### config.mk
export PLATFORM = sky130hd
export DESIGN_NAME = pipe_fifo
export DESIGN_NICKNAME = d
export VERILOG_FILES = /design/src/rtl/pipe_fifo_pkg.sv /design/src/rtl/pipe_fifo_ptr.sv /design/src/rtl/pipe_fifo.sv
export SDC_FILE = /design/constraint.sdc
export NUM_CORES = 1
export LEC_CHECK = 0
export ABC_AREA = 1
export CAP_MARGIN = 20
export CORE_MARGIN = 2
export CORE_UTILIZATION = 53
export DETAILED_ROUTE_END_ITERATION = 10
export GPL_TIMING_DRIVEN = 1
export PLACE_DENSITY = 0.78
export REMOVE_ABC_BUFFERS = 1
export SLEW_MARGIN = 40
export SYNTH_ARGS = -nofsm -noshare
export SYNTH_HDL_FRONTEND = slang
export SYNTH_SLANG_ARGS = --single-unit
### constraint.sdc
create_clock -name clk -period 2.57 [get_ports clk]
set_clock_uncertainty 0.1 [all_clocks]
set_input_delay 0.257 -clock clk [delete_from_list [all_inputs] [get_ports clk]]
set_output_delay 0.257 -clock clk [all_outputs]
set_load 0.05 [all_outputs]
### src/rtl/pipe_fifo_pkg.sv
// Shared sizing defaults, count-width helper and status bundle for pipe_fifo.
package pipe_fifo_pkg;

  localparam int DEFAULT_WIDTH = 8;
  localparam int DEFAULT_DEPTH = 4;

  // Count must represent 0..depth inclusive, hence depth+1 states.
  function automatic int clog2_cnt(input int depth);
    return $clog2(depth + 1);
  endfunction

  localparam int DEFAULT_CW = $clog2(DEFAULT_DEPTH + 1);

  typedef struct packed {
    logic                  empty;
    logic                  full;
    logic [DEFAULT_CW-1:0] count;
  } fifo_status_t;

endpackage

### src/rtl/pipe_fifo_ptr.sv
// Wrap-around pointer register: async active-low reset, sync clear, increment enable.
module pipe_fifo_ptr
  import pipe_fifo_pkg::*;
#(
  parameter int DEPTH = DEFAULT_DEPTH,
  localparam int PW   = $clog2(DEPTH)
) (
  input  logic          clk,
  input  logic          reset,
  input  logic          clr,
  input  logic          inc,
  output logic [PW-1:0] ptr
);

  // DEPTH is a power of two, so the natural binary rollover is the modulo wrap.
  always_ff @(posedge clk or negedge reset) begin
    if (!reset)   ptr <= '0;
    else if (clr) ptr <= '0;
    else if (inc) ptr <= ptr + 1'b1;
  end

endmodule

### src/rtl/pipe_fifo.sv
// First-word-fall-through FIFO with valid/ready on both sides; output read from registered storage.
module pipe_fifo
  import pipe_fifo_pkg::*;
#(
  parameter int WIDTH = DEFAULT_WIDTH,
  parameter int DEPTH = DEFAULT_DEPTH,
  localparam int PW   = $clog2(DEPTH),
  localparam int CW   = clog2_cnt(DEPTH)
) (
  input  logic             clk,
  input  logic             reset,
  input  logic             flush,
  input  logic             in_valid,
  output logic             in_ready,
  input  logic [WIDTH-1:0] in_data,
  output logic             out_valid,
  input  logic             out_ready,
  output logic [WIDTH-1:0] out_data,
  output logic [CW-1:0]    count
);

  logic [WIDTH-1:0] mem [DEPTH];
  logic [PW-1:0]    wr_ptr, rd_ptr;
  logic             push, pop;

  // Ready comes from count alone, so a full FIFO refuses a push even on a pop cycle.
  assign in_ready  = (count != CW'(DEPTH));
  assign out_valid = (count != '0);
  assign out_data  = out_valid ? mem[rd_ptr] : '0;
  assign push      = in_valid & in_ready;
  assign pop       = out_valid & out_ready;

  pipe_fifo_ptr #(.DEPTH(DEPTH)) u_wr_ptr (
    .clk   (clk),
    .reset (reset),
    .clr   (flush),
    .inc   (push),
    .ptr   (wr_ptr)
  );

  pipe_fifo_ptr #(.DEPTH(DEPTH)) u_rd_ptr (
    .clk   (clk),
    .reset (reset),
    .clr   (flush),
    .inc   (pop),
    .ptr   (rd_ptr)
  );

  // Storage is intentionally unreset; out_data is masked to 0 while empty.
  always_ff @(posedge clk) begin
    if (push && !flush) mem[wr_ptr] <= in_data;
  end

  always_ff @(posedge clk or negedge reset) begin
    if (!reset)            count <= '0;
    else if (flush)        count <= '0;
    else if (push && !pop) count <= count + 1'b1;
    else if (pop && !push) count <= count - 1'b1;
  end

endmodule
==> flow_metrics.tcl <==
set metrics [dict create \
    hold_viol_final 0 \
    cts_tree "done" \
    routed_via_density 5.06 \
    syn2layout_area_growth_pct 21.2 \
    hold_path.class "in2async" \
    rows 20 \
    antenna_cells 0 \
    initial_core_util 0.567 \
    die-area_um2 3800 \
    netlist_top_cells_count "nor2_1 (41), edfxtp_1 (32), o21ai_0 (18), inv_1 (15), nand2_1 (12)" \
    finalSetupViolations 0 \
    synth_edf_count 32 \
    synthMostInstantiatedCell "nor2_1" \
    criticalPathCategory "reg2out" \
    wl_met1_um 1450 \
    max_cap_violations 0 \
    fp.dieH_um 61.6 \
    ctsHoldBuffers 0 \
    wl_um 3510 \
    slew-limit-headroom 0.599 \
    drive_above_1_share 0.169 \
    routedWlPerCell_um 14.7 \
    r2r_slack_ns 0.49 \
    wl_met3_um 102 \
    rr_endpoint "count[2]" \
    tightest_slew_ns 0.602 \
    cts-buffers-inserted 5 \
    clockBufferDepth 2 \
    synth_seq_cells 39 \
    final_nets 212 \
    drt_first_pass_iters 5 \
    r2r_start "count[1]" \
    power_density_nw_per_um2 1020 \
    cts.htree.levels 2 \
    fin_crit_sh 0.856 \
    grt_overflow_total 0 \
    crit_path_end_kind "output port" \
    async_reset_ff_frac 0.179 \
    post-place-cells 231 \
    grtUsageTotal 0.203 \
    cts_setup_buffers 0 \
    p_leak_nw 0.846 \
    fillCellCount 249 \
    gp_congestion 0.760 \
    drt_iter0_markers 78 \
    routed-wl-met2_um 1930 \
    ys_seq_area_frac 0.645 \
    ant_nets 0 \
    drv_slew 0 \
    max_freq_ghz 0.455 \
    antenna_found_initial 0 \
    grt_pass1_vias 1198 \
    core-area_um2 3100 \
    netlist_area_um2 1760 \
    start_kind "register" \
    status "finished, final reports clean" \
    top_layer "met4" \
    grt_first_pass_wirelength_um 5260 \
    vias 1210 \
    die_width_um 61.6 \
    whs_ns 0.0705 \
    path_max_fanout 5 \
    cts_sinks 39 \
    port_buffers 25 \
    cts_resized 0 \
    dp_hpwl_um 2570 \
    setup_tns_ns 0 \
    synth_top_cell_area_share 0.546 \
    synth_ff_type "edfxtp_1" \
    ios 26 \
    syn_avg_cell_area_um2 10.9 \
    yosysUniqueCellTypes 25 \
    rsz0062_at_grt "false" \
    netlist_instances 162 \
    synth_area_leader_cell "edfxtp_1" \
    drc 0 \
    ir_worst_vdd_v 0.000599 \
    required_ns 2.21 \
    clk_latency_ns 0.33 \
    critPathLaunch "count[2]" \
    rr_worst_depth 12 \
    worstPathArrival_ns 1.84 \
    synthTopCellsByArea "edfxtp_1 (55%), dfrtp_1 (10%), nor2_1 (8.7%)" \
    grt_start_max_net_pins 19 \
    ys_warn_count 0 \
    clock-root-buffer "clkbuf_4" \
    endpoint "out_valid" \
    instances_no_fill 239 \
    clk_pin_slew_ns 0.11 \
    finalCriticalPeriod_ns 2.20 \
]
cell usage in the layout, fill, tap and decap left out:
cell type | netlist | routed
a21oi_1 | 8 | 8
a21oi_2 | 1 | 1
buf_4 | 1 | 12
bufinv_16 | 0 | 1
clkbuf_4 | 0 | 5
clkbuf_8 | 0 | 1
clkdlybuf4s50_1 | 0 | 17
clkinv_2 | 0 | 1
dfrtp_1 | 7 | 7
edfxtp_1 | 32 | 32
fa_1 | 1 | 1
ha_1 | 4 | 4
inv_1 | 15 | 15
inv_2 | 2 | 2
inv_4 | 1 | 1
nand2_1 | 12 | 12
nand2_2 | 4 | 4
nand2_4 | 2 | 2
nand3_1 | 1 | 1
nand3_2 | 1 | 1
nand4_1 | 3 | 3
nor2_1 | 41 | 41
nor2_2 | 1 | 1
nor2_4 | 1 | 1
o21ai_0 | 18 | 18
o21ai_1 | 2 | 2
xnor2_1 | 1 | 1
worst min-delay path by stage:
stage          start               to
3_5_place_dp   reset         count[2]
2_1_floorplan  reset         count[0]
4_1_cts        reset  u_rd_ptr.ptr[0]
6_report       reset  u_rd_ptr.ptr[0]
3_3_place_gp   reset  u_rd_ptr.ptr[1]
5_1_grt        reset  u_rd_ptr.ptr[0]
where the power goes:
part	total (mW)	switching, mW	internal, mW
clock	0.425	0.195	0.230
sequential	0.806	0.0667	0.740
combinational	0.939	0.656	0.283
total	2.17	0.917	1.25
state kept, by name, summed over array words and instances, names as in the netlist:
register / flops
mem: 32
count: 3
u_rd_ptr.ptr: 2
u_wr_ptr.ptr: 2
kinds of logic after synthesis:
kind of cell,count (synthesis),share of synthesized area
xor+xnor,1,0.00498
flops,39,0.645
buf+inv,22,0.0561
fa+ha+maj,5,0.0398
compound gates,29,0.0846
simple gates,66,0.169
per-layer routing:
layer	global-route usage	vias up
met3	0.0378	4
met4	0.0821	0
met1	0.232	579
li1	-	601
met2	0.371	26
met5	0	-
metrics by stage:
step / area (um2) / power (mW) / utilization / setup slack, ns
floorplan: 1730 / 1.46 / - / 0.133
global placement: 2050 / 1.72 / 0.660 / 0.595
detailed placement: 2050 / 1.76 / 0.660 / 0.495
CTS: 2130 / 2.18 / 0.688 / 0.377
global route: 2130 / 2.28 / 0.688 / 0.200
finish: 2130 / 2.17 / 0.688 / 0.370
worst max-delay path, stage by stage, from the launching register on:
cell and delay (ns):
dfrtp_1 0.47, inv_1 0.12, nand2_2 0.11, clkdlybuf4s50_1 0.81
cell type report:
cell class	count	area, um2	area share
clock buffers	6	51.3	0.0240
multi-input cells	101	526	0.246
well taps	44	55.1	0.0258
repair buffers	29	260	0.122
flip-flops and latches	39	1140	0.533
clock inverters	2	35.0	0.0164
inverters	18	70.1	0.0328
Power figures use the tool's default switching activity.
